**config.mk**
```make
export PLATFORM = sky130hd
export DESIGN_NAME = ni_flit_scheduler
export DESIGN_NICKNAME = d
export VERILOG_FILES = /design/src/rtl/ni_flit_scheduler.sv
export SDC_FILE = /design/constraint.sdc
export NUM_CORES = 1
export LEC_CHECK = 0
export ABC_AREA = 1
export CAP_MARGIN = 20
export CORE_ASPECT_RATIO = 0.7
export CORE_UTILIZATION = 40
export DETAILED_ROUTE_END_ITERATION = 10
export GPL_TIMING_DRIVEN = 0
export PLACE_DENSITY = 0.67
export SYNTH_ARGS = -nofsm -noshare
export SYNTH_HDL_FRONTEND = slang
export SYNTH_SLANG_ARGS = --single-unit
```
**constraint.sdc**
```tcl
create_clock -name clock -period 4.2 [get_ports clock]
set_input_delay 0.84 -clock clock [delete_from_list [all_inputs] [get_ports clock]]
set_output_delay 0.84 -clock clock [all_outputs]
set_load 0.01 [all_outputs]
```
**src/rtl/ni_flit_scheduler.sv**
```systemverilog
// Network-interface transmit scheduler: round-robin packet arbitration between
// NREQ sources, then flit-by-flit sequencing with backpressure and grant hold.
module ni_flit_scheduler #(
   parameter int          NREQ     = 2,
   parameter int          CNTW     = 4,
   parameter int          FTYPEWD  = 2,
   parameter logic [FTYPEWD-1:0] ENC_PAYL = 2'd0,
   parameter logic [FTYPEWD-1:0] ENC_HEAD = 2'd1,
   parameter logic [FTYPEWD-1:0] ENC_TAIL = 2'd2,
   parameter logic [FTYPEWD-1:0] ENC_SING = 2'd3,
   localparam int         SELW     = (NREQ > 1) ? $clog2(NREQ) : 1
) (
   input  logic                 clock,
   input  logic                 reset_n,
   input  logic [NREQ-1:0]      src_req,
   input  logic [NREQ*CNTW-1:0] src_len,
   input  logic                 link_stall,
   output logic [NREQ-1:0]      src_grant,
   output logic [SELW-1:0]      src_sel,
   output logic                 flit_valid,
   output logic [CNTW-1:0]      flit_counter,
   output logic [FTYPEWD-1:0]   flit_type,
   output logic                 pkt_done
);

   typedef enum logic {IDLE, SEND} state_t;

   state_t          state;
   logic [SELW-1:0] rr_ptr;
   logic [CNTW-1:0] len_q;

   logic            last_flit;
   logic            accept;
   logic [SELW-1:0] next_ptr;
   logic [SELW-1:0] arb_base;
   logic [NREQ-1:0] arb_mask;
   logic            arb_found;
   logic [SELW-1:0] arb_idx;
   logic [NREQ-1:0] arb_onehot;
   logic [CNTW-1:0] arb_len;

   assign last_flit = (flit_counter == len_q - 1'b1);
   assign accept    = flit_valid && !link_stall;
   assign pkt_done  = accept && last_flit;
   assign next_ptr  = (src_sel == SELW'(NREQ - 1)) ? '0 : src_sel + 1'b1;

   // Idle search starts at the RR pointer; the back-to-back search starts just
   // past the finishing source and masks it out, which is the same rotation.
   always_comb begin
      // NOTE: every signal written here gets a default first so no latch is inferred.
      arb_found = 1'b0;
      arb_idx   = '0;
      arb_mask  = src_req;
      arb_base  = rr_ptr;
      if (state == SEND) begin
         arb_base          = next_ptr;
         arb_mask[src_sel] = 1'b0;
      end
      for (int k = 0; k < NREQ; k++) begin
         int c;
         c = int'(arb_base) + k;
         if (c >= NREQ) c = c - NREQ;
         if (!arb_found && arb_mask[c]) begin
            arb_found = 1'b1;
            arb_idx   = c[SELW-1:0];
         end
      end
      arb_onehot = {{(NREQ-1){1'b0}}, 1'b1} << arb_idx;
      arb_len    = src_len[int'(arb_idx)*CNTW +: CNTW];
      if (arb_len == '0) arb_len = CNTW'(1);
   end

   always_comb begin
      flit_type = '0;
      if (flit_valid) begin
         if (len_q == CNTW'(1))        flit_type = ENC_SING;
         else if (flit_counter == '0)  flit_type = ENC_HEAD;
         else if (last_flit)           flit_type = ENC_TAIL;
         else                          flit_type = ENC_PAYL;
      end
   end

   always_ff @(posedge clock) begin
      // NOTE: state registers use non-blocking assignments so all of them update together.
      if (!reset_n) begin
         state        <= IDLE;
         rr_ptr       <= '0;
         len_q        <= '0;
         src_grant    <= '0;
         src_sel      <= '0;
         flit_valid   <= 1'b0;
         flit_counter <= '0;
      end else begin
         case (state)
            IDLE: begin
               if (arb_found) begin
                  state        <= SEND;
                  src_grant    <= arb_onehot;
                  src_sel      <= arb_idx;
                  len_q        <= arb_len;
                  flit_valid   <= 1'b1;
                  flit_counter <= '0;
               end
            end
            SEND: begin
               if (accept) begin
                  if (last_flit) begin
                     rr_ptr       <= next_ptr;
                     flit_counter <= '0;
                     if (arb_found) begin
                        src_grant <= arb_onehot;
                        src_sel   <= arb_idx;
                        len_q     <= arb_len;
                     end else begin
                        state      <= IDLE;
                        src_grant  <= '0;
                        src_sel    <= '0;
                        flit_valid <= 1'b0;
                     end
                  end else begin
                     flit_counter <= flit_counter + 1'b1;
                  end
               end
            end
            default: state <= IDLE;
         endcase
      end
   end

endmodule

```
After elaboration in Yosys (flattened, before gate mapping) --
Cells that the tools add are included.
Word-level totals: register bits after elaboration 14, input bits 13, logic and storage cells 92
Operators by class: $add $sub $neg 6, order comparisons 6, equality and inequality tests 6, shifts and indexed selects 2, multiplexer cells 49, bitwise logic cells 3, reduce and logical (&&, ||, !) cells 13
Operators with widths (number):
- $lt A32 B3 Y1 const B | 2
- $mux W32 | 2
- $mux W4 | 7
- $mux W1 | 24
- $mux W2 | 9
- $pmux W4 S2 | 2
- $logic_not A4 Y1 | 2
- $shiftx A8 B4 Y4 | 1
- $pmux W1 S2 | 3
- $reduce_and A3 Y1 | 2
- $add A4 B1 Y4 const B | 1
- $eq A4 B1 Y1 const B | 1
- $eq A4 B4 Y1 | 1
- $logic_and A1 B1 Y1 | 4
- $ne A2 B1 Y1 const B | 2
- $ne A2 B2 Y1 const B | 2
- $pmux W2 S2 | 1
- $reduce_and A2 Y1 | 2
- $reduce_and A4 Y1 | 1
- $sub A4 B1 Y4 const B | 1
- $sub A1 B2 Y3 const B | 1
- $sub A2 B2 Y3 const B | 1
- $add A1 B1 Y2 const B | 1
- $and A2 B2 Y2 | 1
- 10 further kinds | 11

Logic depth before layout (Yosys ltp) --
word-level depth 21, gate-level depth with buffers 14, mapped depth without buffers 14

Least setup slack after synthesis --
OpenSTA, ideal clock, no wires.
path kind reg2out, start register len_q[0], end output port flit_type[1], arrival time 1.370 ns, required time 3.360 ns, setup slack 1.990 ns, cell stages (with the launch flop) 8, buffers on the path 0, cells stage by stage dfxtp_1 inv_1 ha_1 xor2_1 nand2_1 nor2_4 nand3_1 a21oi_1
On the way: cells in the longest elaborated chain, start to end 6, elaborated cells on any way between the ends 7, those cells by class add/sub: 1; eq/ne: 2; mux: 4
Ends and longest elaborated chain:
- start, declared | line 30 | logic [CNTW-1:0] len_q;
- start signal, assigned | line 100 | len_q <= arb_len;
- start signal, assigned | line 113 | len_q <= arb_len;
- $sub A4 B1 Y4 | line 42 | assign last_flit = (flit_counter == len_q - 1'b1);
- $eq A4 B4 Y1 | line 42
- $mux W2 | line 78 | else if (last_flit) flit_type = ENC_TAIL;
- $mux W2 | line 77 | else if (flit_counter == '0) flit_type = ENC_HEAD;
- $mux W2 * | line 76 | if (len_q == CNTW'(1)) flit_type = ENC_SING;
- $mux W2 * | line 75 | if (flit_valid) begin
- end, declared | line 22 | output logic [FTYPEWD-1:0] flit_type,
Every way passes the cells marked *; elsewhere a longest branch is shown, timed or not.

Worst setup path after layout --
Ends and elaborated chain as after synthesis.

==> out/results.ini <==
[synth]
synth_fa_ha_area_frac=0.0526
syn_avg_cell_area_um2=6.94
synthMuxAreaShare=0
synth_top_family_by_area=simple AND/OR/NAND/NOR gates
synth-seq-area-share=0.274
netlist_area_um2=951
yosysWarnings=0
synth_seq_cells=13
synthSimpleGateAreaFrac=0.407
netlist-cell-type-count=26
synth_nets=154
yosys.area_share.xor_xnor=0.0553
syn_inst=137
synth_compound_area_frac=0.103

[sta]
worst_slew_pin_slew_ns=0.315
slew_headroom=0.789
min_period_ns=3.05
setup-violations-final=0
setup_tns_ns=0
finClkSkew_ns=0.00212
rsz0062_at_grt=no
final_hold_viol_count=0
max_freq_ghz=0.328
fin_crit_sh=0.726
final-max-slew-violation-count=0

[critical_path]
required_ns=3.36
startpoint=len_q[0]
cp_num_buf_inv=2
critPathSlowestCell=clkdlybuf4s50_1
crit_chain=inv_1, ha_1, xor2_1, nand2_1, nor2_4, nand3_1, a21oi_1, clkdlybuf4s50_1
rr_startpoint=len_q[0]
start_kind=flip-flop
r2r_end=len_q[3]
ff2ff_setup_slack_ns=2.40
crit_fanout=4
max_stage_delay_ns=0.54
cp_top_family=buffers and inverters
crit_path_end_kind=output port
critPathKind=flip-flop to output port
worst_r2r_path_depth=10
arrival_ns=2.21

[pwr]
leakage_nw=0.564
p_comb_frac=0.402
clkPwrFrac=0.206
pwr_density_cell_nw_per_um2=303
switching_share=0.364
p_switching_mw=0.138
p_int_mw=0.240
total_power_mw=0.378
ir_worst_vdd_mv=0.180
pwr-share-seq=0.392

[status]
status=finished, final reports clean

[clocking]
cts_buffers=3
cts-resized-gates=0
max-clock-path-buffers=2
clk_pin_slew_worst_paths_ns=0.08
cts_setup_buffers=0
htreeDepth=1
clk-insertion-delay-late_ns=0.27
ctsHoldBuffers=0
cts_sinks=13
cts_tree=built
root_buffer=clkbuf_4

[detailed_routing]
antenna_left=0
initialDrtViolationCount=25
dr_total_vias=904
drc_errors=0
avgViaCountPerCell=4.61
wl_per_cell_um=10.7
wl_um=2100
drt_pass1_iterations=4

[min_path]
hold_class=flip-flop to flip-flop
whs_path_depth=2
hold_end=src_grant[0]
worstHoldStart=src_grant[0]

[global_routing]
grtUsageTotal=0.188
grt_pass1_vias=876
grt_max_degree=9
grt_first_pass_wirelength_um=3590
antenna_found_initial=0
grt_overflow_total=0

[floorplan]
core_um2=2190
start_util=0.434
num_io_pins=24
die_w_um=60.3
die_h_um=42.8
rows=14
dieArea_um2=2580

[cells_and_area]
final_cell_mix=34 x nand2_1, 23 x clkdlybuf4s50_1, 19 x inv_1
drive_gt1_frac=0.140
nets=182
final_common_cell=nand2_1
ff_latch_area_um2=260
final_cells=196
n_antenna_cell=0
fillCellCount=221
area_growth_pct=31.2
multi_input_area_um2=587

[placed_design]
portBuffers=23
hpwl_um=1730
gp_congestion=0.834
placed_cells=192

[job]
drv_cap=0

[power by group through the flow]
stage / clock network (mW) / registers [mW] / logic, mW
5_1_grt: 0.0850 / 0.150 / 0.170
3_3_place_gp: 0 / 0.150 / 0.148
2_1_floorplan: 0 / 0.151 / 0.102
3_5_place_dp: 0 / 0.151 / 0.152
4_1_cts: 0.0803 / 0.148 / 0.152
6_report: 0.0778 / 0.148 / 0.152
[kinds of logic after synthesis]
logic type               after synthesis
AO/OA/AOI/OAI                         16
XOR/XNOR                               6
adder cells (fa/ha/maj)                4
buffers and inverters                 24
flip-flops                            13
AND/OR/NAND/NOR                       74
[synth_stat cells (all sizes together)]
library cell | n | area (µm²)
nand3 | 14 | 105
nand2 | 41 | 181
xor2 | 5 | 43.8
o21bai | 1 | 7.51
xnor2 | 1 | 8.76
a21oi | 8 | 55.1
dfxtp | 13 | 260
o21ai | 7 | 35.0
nand3b | 2 | 27.5
buf | 2 | 18.8
nor2 | 16 | 67.6
nor3 | 1 | 5.00
inv | 22 | 85.1
ha | 4 | 50.1
[tightest hold or removal path, cell delays in order (launching register included)]
cell     delay (ns)
dfxtp_1        0.32
inv_1          0.05
o21ai_1        0.06
[layer usage]
metal / vias to the layer above / routed length [µm] / global-route usage
li1: 480 / - / -
met1: 396 / 1080 / 0.245
met2: 26 / 888 / 0.301
met3: 2 / 114 / 0.0488
met4: 0 / 19 / 0.0558
met5: - / 0 / 0
[through the flow]
step                       util  hold slack [ns]  setup slack (ns)  area, µm²
after global placement    0.558            0.450              1.15       1220
final                     0.570            0.476              1.15       1250
after detailed placement  0.558            0.469              1.16       1220
after floorplan               -            0.455              1.99        951
after CTS                 0.570            0.483              1.13       1250
after global routing      0.570            0.495              1.00       1250
[worst max-delay path by stage]
stage                   end  slack [ns]  depth (start not counted)
3_3_place_gp       pkt_done        1.15                          5
3_5_place_dp       pkt_done        1.16                          5
6_report       flit_type[1]        1.15                          8
4_1_cts        flit_type[1]        1.13                          8
5_1_grt        flit_type[1]        1.00                          8
2_1_floorplan  flit_type[1]        1.99                          7
[flip-flops by register name, indices dropped and copies added (netlist names)]
register	count
flit_counter	4
len_q	4
flit_valid	1
rr_ptr	1
src_grant	1
src_sel	1
state	1
[final cells by class]
class / count / area share
buffer: 2 / 0.0150
clock buffer: 4 / 0.0211
inverter: 22 / 0.0682
multi-input combinational: 100 / 0.470
sequential: 13 / 0.209
tap: 32 / 0.0321
timing repair buffer: 23 / 0.185
No activity file was read; power rests on OpenSTA's default activity.
